## src/rtl/mem_responder.sv

```systemverilog
// Word-addressed RAM responder for the CPU_MIO / MIO_ready bus with a fixed
// wait-state count, error flagging and a side-band preload port.
module mem_responder #(
  parameter int ADDR_BITS   = 6,
  parameter int WAIT_CYCLES = 2
) (
  input  logic                 clk,
  input  logic                 reset,
  input  logic                 CPU_MIO,
  input  logic                 mem_w,
  input  logic [31:0]          Addr_out,
  input  logic [31:0]          Data_out,
  output logic [31:0]          Data_in,
  output logic                 MIO_ready,
  output logic                 err,
  input  logic                 ld_we,
  input  logic [ADDR_BITS-1:0] ld_addr,
  input  logic [31:0]          ld_data,
  output logic [15:0]          acc_cnt,
  output logic [1:0]           rsp_state
);

  // Bus handshake: the CPU holds CPU_MIO and its request fields stable until
  // it sees MIO_ready; MIO_ready is a single-cycle pulse in the ACK state, and
  // a CPU_MIO still high in the following IDLE cycle is a new request.

  typedef enum logic [1:0] {
    S_IDLE = 2'd0,
    S_WAIT = 2'd1,
    S_ACK  = 2'd2
  } state_t;

  localparam logic [3:0] WAIT_LOAD = 4'((WAIT_CYCLES > 0) ? (WAIT_CYCLES - 1) : 0);

  state_t               state;
  state_t               state_nxt;
  logic [3:0]           wait_cnt;
  logic [3:0]           wait_cnt_nxt;
  logic                 commit;
  logic [ADDR_BITS-1:0] idx;
  logic                 bad;
  logic [31:0]          ram [2**ADDR_BITS];

  assign idx = Addr_out[ADDR_BITS+1:2];
  assign bad = (|Addr_out[1:0]) | (|Addr_out[31:ADDR_BITS+2]);

  always_comb begin
    state_nxt    = state;
    wait_cnt_nxt = wait_cnt;
    commit       = 1'b0;
    case (state)
      S_IDLE: begin
        // A preload owns the edge; any concurrent request waits one edge.
        if (!ld_we && CPU_MIO) begin
          if (WAIT_CYCLES == 0) begin
            state_nxt = S_ACK;
            commit    = 1'b1;
          end else begin
            state_nxt    = S_WAIT;
            wait_cnt_nxt = WAIT_LOAD;
          end
        end
      end
      S_WAIT: begin
        if (wait_cnt == 4'd0) begin
          state_nxt = S_ACK;
          commit    = 1'b1;
        end else begin
          wait_cnt_nxt = wait_cnt - 4'd1;
        end
      end
      S_ACK:   state_nxt = S_IDLE;
      default: state_nxt = S_IDLE;
    endcase
  end

  always_ff @(posedge clk or posedge reset) begin
    if (reset) begin
      state    <= S_IDLE;
      wait_cnt <= 4'd0;
    end else begin
      state    <= state_nxt;
      wait_cnt <= wait_cnt_nxt;
    end
  end

  always_ff @(posedge clk or posedge reset) begin
    if (reset) begin
      Data_in <= 32'd0;
      err     <= 1'b0;
      acc_cnt <= 16'd0;
    end else begin
      // err is only ever set on the commit edge, so it drops leaving ACK.
      err <= commit & bad;
      if (commit) begin
        acc_cnt <= acc_cnt + 16'd1;
        if (bad) begin
          Data_in <= 32'd0;
        end else if (!mem_w) begin
          Data_in <= ram[idx];
        end
      end
    end
  end

  // RAM contents survive reset; writes are blocked while reset is held.
  always_ff @(posedge clk) begin
    if (!reset) begin
      if (state == S_IDLE && ld_we) begin
        ram[ld_addr] <= ld_data;
      end else if (commit && mem_w && !bad) begin
        ram[idx] <= Data_out;
      end
    end
  end

  assign MIO_ready = (state == S_ACK);
  assign rsp_state = state;

endmodule

```

## config.mk

```make
export PLATFORM = sky130hd
export DESIGN_NAME = mem_responder
export DESIGN_NICKNAME = d
export VERILOG_FILES = /design/src/rtl/mem_responder.sv
export SDC_FILE = /design/constraint.sdc
export NUM_CORES = 2
export LEC_CHECK = 0
export ABC_CLOCK_PERIOD_IN_PS = 7000
export BUFFER_PORTS_ARGS = -buffer_cell sky130_fd_sc_hd__buf_2
export CORE_MARGIN = 8
export CORE_UTILIZATION = 62
export DETAILED_ROUTE_END_ITERATION = 6
export MAX_ROUTING_LAYER = met4
export PLACE_DENSITY = 0.82
export RECOVER_POWER = 50
export SYNTH_ARGS = -nofsm -noshare
export SYNTH_HDL_FRONTEND = slang
export SYNTH_SLANG_ARGS = --single-unit
```

## constraint.sdc

```tcl
create_clock -name clk -period 7 [get_ports clk]
set_input_delay 0.35 -clock clk [delete_from_list [all_inputs] [get_ports clk]]
set_output_delay 0.35 -clock clk [all_outputs]
set_load 0.005 [all_outputs]
```

# Word-level counts from Yosys, hierarchy flattened
# Memories as Yosys holds them, arrays and structs flattened.
# Cells that the tools add are included.
dict set report totals {
  regBits 55
  ramBits 2048
  input_bits 107
  output_inout_bits 52
  wordCells 51
  mem_count 1
}
# name words word_bits rd rd_ports_with_merged_regs wr line_no
set mem_list {}
lappend mem_list {ram 64 32 1 0 1 42} ;# logic [31:0] ram [2**ADDR_BITS];
dict set report op_classes {
  addsub 2
  n_eq_ne 6
  mux 20
  n_bitwise 2
  n_reduce_logical 15
}
# cell n
set ops {}
lappend ops {{2-to-1 mux 32 bit} 3}
lappend ops {{OR reduction 32 bit} 1}
lappend ops {{OR reduction 24 bit} 1}
lappend ops {{adder 16 x 1 -> 16 bit, second input constant} 1}
lappend ops {{2-to-1 mux 1 bit} 10}
lappend ops {{2-to-1 mux 4 bit} 2}
lappend ops {{case mux 4 bit (2 select lines)} 1}
lappend ops {{2-to-1 mux 6 bit} 1}
lappend ops {{!= test 2 bit, second input constant} 3}
lappend ops {{logical AND 1 bit} 4}
lappend ops {{zero test 4 bit} 1}
lappend ops {{2-to-1 mux 2 bit} 2}
lappend ops {{case mux 2 bit (2 select lines)} 1}
lappend ops {{AND reduction 2 bit} 2}
lappend ops {{subtractor 4 x 1 -> 4 bit, second input constant} 1}
lappend ops {{AND reduction 3 bit} 1}
lappend ops {{== test 2 x 1 -> 1 bit, second input constant} 1}
lappend ops {{== test 2 bit, second input constant} 1}
lappend ops {{zero test 1 bit} 2}
lappend ops {{zero test 2 bit} 1}
lappend ops {{!= test 2 x 1 -> 1 bit, second input constant} 1}
lappend ops {{nonzero test 2 bit} 1}
lappend ops {{OR reduction 2 bit} 1}
lappend ops {{bitwise AND 1 bit} 1}
lappend ops {{bitwise OR 1 bit} 1}

# Logic depth before layout (Yosys ltp)
dict set report logic_depth {
  ltp_word 11
  ltp_mapped 11
  depth_no_buf 8
}

# Worst setup path after synthesis
# No wires, ideal clock.
dict set report synth_timing {
  path_kind {input-to-reg}
  from {input reset}
  to {memory ram[38][0] (enable)}
  setup_ns 0.461
  t_arrival_ns 5.238
  required_ns 6.539
  slack_ns 1.301
  cell_stages 8
  n_path_buf 2
  cell_sequence {inv_1 > nand3_1 > nor4_4 > buf_6 > buf_6 > mux2i_2 > nand2_2 > nor3_1}
}
dict set report synth_between {
  elab_chain_len 4
  elab_cells_between_ends 7
  cone_classes {mux: 6; reduce/logical: 1}
}
# element line_no
set synth_rtl {}
lappend synth_rtl {{start: declaration} 8} ;# input logic reset,
lappend synth_rtl {{2-to-1 mux 1 bit} 108} ;# if (!reset) begin
lappend synth_rtl {{2-to-1 mux 1 bit (not written as such)} 112} ;# ram[idx] <= Data_out;
lappend synth_rtl {{OR reduction 32 bit (no line)} --}
lappend synth_rtl {{2-to-1 mux 6 bit (no line) or 2-to-1 mux 1 bit (tied branches)} --}
lappend synth_rtl {{end: declaration} 42}
# Parallel ways exist; a longest one is shown, timed or not.

# Final worst setup path
dict set report layout_timing {
  from {register wait_cnt[0]}
  to {memory ram[13][1] (data pin)}
}
dict set report layout_between {
  elab_chain_len 11
}
# element line_no
set layout_rtl {}
lappend layout_rtl {{start: declaration} 37} ;# logic [3:0] wait_cnt;
lappend layout_rtl {{start signal: assignment} 83} ;# wait_cnt <= wait_cnt_nxt;
lappend layout_rtl {{zero test 4 bit} 65} ;# if (wait_cnt == 4'd0) begin
lappend layout_rtl {{2-to-1 mux 1 bit} 65}
lappend layout_rtl {{2-to-1 mux 1 bit} 51} ;# case (state)
lappend layout_rtl {{logical AND 1 bit (2 in a row)} 111} ;# end else if (commit && mem_w && !bad) begin
lappend layout_rtl {{2-to-1 mux 1 bit} 111}
lappend layout_rtl {{2-to-1 mux 1 bit} 109} ;# if (state == S_IDLE && ld_we) begin
lappend layout_rtl {{2-to-1 mux 1 bit} 108}
lappend layout_rtl {{2-to-1 mux 1 bit (not written as such)} 112}
lappend layout_rtl {{OR reduction 32 bit (no line)} --}
lappend layout_rtl {{2-to-1 mux 32 bit (no line)} --}
# Every way passes these cells.

==> results.md <==
- The critical hold path startpoint is Addr_out[16].
- The most used flip-flop cell after synthesis is sky130_fd_sc_hd__edfxtp_1.
- The final-report hold violation count was 0.
- The finished layout cell area is 90600 um^2.
- The share of synthesized area in the top cell type comes to 75.7%.
- The Yosys step of the flow raised 0 warnings.
- The first-pass detailed-route iteration total is 7.
- The placer's final routability congestion estimate is 0.953.
- Detailed placement ended at an HPWL of 124000 um.
- The count of buffers from port buffering is 158.
- The number of global-route vias before repair was 42900.
- The kind of path behind the tightest hold check is in2reg.
- The detailed-route via count is 43300.
- The number of buffer and inverter stages on the critical path is 2.
- The routed design could run at a clock period as short as 5870 ps.
- The layer flagged by global routing as most heavily used is met2.
- Grouping stages by cell kind, the critical path spends the most delay in multiplexers.
- The total detailed-routing wirelength is 225000 um.
- For this block, the initial DRC count from the detailed router was 6701.
- The async set or reset register ratio after synthesis is 2.62%.
- The design draws 25.7 mW.
- The number of instances resized during post-cts repair is 0.
- The largest fanout of any net on the critical path is 64.
- The TritonCTS buffer count is 192.
- Leaving out fill and tap cells, the most frequent cells in the layout are 2048 x sky130_fd_sc_hd__edfxtp_1, 388 x sky130_fd_sc_hd__mux2i_1, 336 x sky130_fd_sc_hd__mux4_2, 193 x sky130_fd_sc_hd__clkbuf_16, 130 x sky130_fd_sc_hd__a22oi_1.
- The critical path's slowest cell is sky130_fd_sc_hd__mux2_1.
- Using the TritonRoute via totals, the vias-per-cell ratio works out to 7.15.
- Walking the worst path, the cells encountered are inv_1, ha_1, nor3b_1, nand2_1, nor4_1, clkbuf_1, mux2_1.
- Counting flops and latches in the post-synthesis netlist gives 2103.
- Global routing used 39.2% of the available met1 tracks.
- The mapped netlist covers 81200 um^2.
- The number of max-slew violations in the final report is 903.
- The maximum VDD drop is 0.240 mV.
- Global routing consumed, on the met2 layer, 48.8% of the routing resources.
- For this design the static power due to leakage is 29.4 nW.
- A synthesized cell averages 20.9 um^2.
- The area added between synthesis and finish is 11.6%.
- The initial antenna violation count came to 17.
- Global routing consumed, over all layers together, 32.2% of the routing resources.
- The placed cell count is 5677.
- At the pin with the least slew margin, the transition time is 3020 ps.
- Of all cell types, the one taking the most synthesized area is sky130_fd_sc_hd__edfxtp_1.
- In the post-synthesis netlist, the biggest area contributors are sky130_fd_sc_hd__edfxtp_1 76%, sky130_fd_sc_hd__mux4_2 9.3%, sky130_fd_sc_hd__mux2i_1 4.8%, sky130_fd_sc_hd__dfrtp_1 1.7%, sky130_fd_sc_hd__a22oi_1 1.2%.
- In this run the worst setup path begins at wait_cnt[0]$_DFFE_PP0P_.
- TritonCTS built the clock tree.
- Yosys mapped a number of flops with a built-in enable equal to 2048.
- The number of nets in the synthesized netlist is 3995.
- Clock skew on the completed layout was measured at 39.1 ps.
- Setup total negative slack on the finished layout was measured at 0 ps.
- After detailed routing, the number of remaining DRC violations is 1.
- The arrival time of data at the critical path endpoint is 6050 ps.
- After detailed placement, the total cell area comes to 84500 um^2.
- For this run, the top clock speed supported by timing is 0.170 GHz.
- The finished layout holds 6054 standard cells, fillers aside.
- For this run, the register share of the synthesized area comes to 77.4%.
- The critical path in this run is classified as reg2reg.
- The core box area is 131000 um^2.
- The power density normalized to cell area is 284 nW/um^2.
- Setup repair after global routing left no endpoint under its margin.
- Clock tree synthesis found a total of 2103 sinks.
- The nature of the critical path startpoint is a register.
- The CTS H-tree depth is 4.
- The stage delay of the slowest cell on the critical path is 2260 ps.
- Leaving out fill and tap cells, the most frequent cell in the layout is sky130_fd_sc_hd__edfxtp_1.
- The critical path required time is 7180 ps.
- The initial cell density of the core is 62.1%.
- The number of top-level pins is 159.
- The total die area is 143000 um^2.
- The global route total overflow is 0.
- The run finished, with violations left.
- The fraction of layout instances using a drive strength above 1 is 22.8%.
- The root buffer cell chosen for the clock tree is sky130_fd_sc_hd__clkbuf_16.
- The final worst-path cycle share is 83.8%.
- In this run the remaining antenna-violating nets after routing total 0.
- The net count of the finished layout is 4229.
- STA classifies the critical path endpoint as a register.
- The die boundary height is 378 um.
- The number of library cell types mapped by synthesis is 66.
- In the final routed layout, each cell accounts on average for 37.2 um.
- The horizontal die dimension is 378 um.
- For the worst-skew pair, the clock arrives at the later sink with an insertion delay of 850 ps.
- For met3 alone, demand over resource in global routing was 8.81%.
- The checks that failed: DRC, capacitance limit, slew limit.
- The longest clock path from root to sink contains 3 buffers.
- The maximum number of pins on one net before global-route repair is 108.
- The worst relative slew slack is -101%.
- Synthesis produced a netlist whose cell count is 3886.
- The reported max-cap violation count is 15.
- The first global-routing pass estimated 315000 um of wire.
- The number of endpoints failing setup at the final stage is 0.
- The floorplan row count is 133.
- After clock tree synthesis, the clock-pin slew on the worst setup and hold paths is 70 ps.
- In this run the critical register-to-register path is launched from wait_cnt[0]$_DFFE_PP0P_.
cell families after synthesis:
kind of cell | share of synthesized area [%]
xor gates and xnor gates | 0.183
DFF | 77.4
buffers and inverters | 1.46
adders and majority gates | 0.0308
AOI/OAI and AO/OA | 3.99
and+or+nand+nor | 1.89
muxes | 15.0
synthesized netlist by cell type (all sizes together) (48+ instances only):
master	number
mux2	63
edfxtp	2048
o221ai	50
nor2	88
nand2	77
clkbuf	86
a21oi	94
buf	135
nand3	48
mux2i	392
dfrtp	55
a22oi	130
mux4	336
what timing repair did:
action,4_1_cts,5_1_grt
hold buffers,4,0
endpoints found under the hold margin,60,0
setup buffers,0,0
flip-flops by register name, summed over array words and instances, names as in the netlist:
register,count
rsp_state,2
err,1
wait_cnt,4
ram,2048
Data_in,32
acc_cnt,16
worst reg2reg max path, cell delays in order, from the launching register on:
cell and delay [ps]:
sky130_fd_sc_hd__dfrtp_1 410, sky130_fd_sc_hd__inv_1 70, sky130_fd_sc_hd__ha_1 180, sky130_fd_sc_hd__nor3b_1 300, sky130_fd_sc_hd__nand2_1 370, sky130_fd_sc_hd__nor4_1 770
sky130_fd_sc_hd__clkbuf_1 720, sky130_fd_sc_hd__mux2_1 2270
where the power goes:
group	switching [mW]	leakage [nW]	internal, mW
Clock	4.66	3.01	5.67
Sequential	0.0392	19.2	13.9
Combinational	1.02	7.22	0.442
Total	5.72	29.4	20.0
per-layer routing:
layer	wire (um)	share of wire (%)
met3	29300	13
met4	17400	7.8
met1	72700	32
met2	106000	47
met5	0	0
stage by stage:
stage          setup WS (ps)  util [%]  hold WS [ps]
2_1_floorplan           1300         -           461
3_3_place_gp            2300      64.6           460
3_5_place_dp            2150      64.6           458
4_1_cts                 2140      69.4          32.5
5_1_grt                  959      69.3          69.7
6_report                1130      69.3          66.8
cell type report:
type	instances	area (um^2)
clock inverters	100	918
flip-flops and latches	2103	62900
well taps	1755	2200
diodes	14	35.0
inverters	4	16.3
fillers	7491	40100
multi-input cells	1558	17700
clock buffers	259	5250
repair buffers	261	1660
final timing paths:
path	endpoint	slack [ps]	cells after the start
hold / removal	err$_DFF_PP0_	70	5
max in group asynchronous	Data_in[16]$_DFFE_PP0P_	5720	4
hold reg to reg	acc_cnt[15]$_DFFE_PP0N_	470	1
setup / recovery	ram[13][1]$_DFFE_PP_	1130	7
setup reg to reg	ram[13][1]$_DFFE_PP_	1130	7
min in group asynchronous	Data_in[17]$_DFFE_PP0P_	580	4
Power figures use the tool's default switching activity.
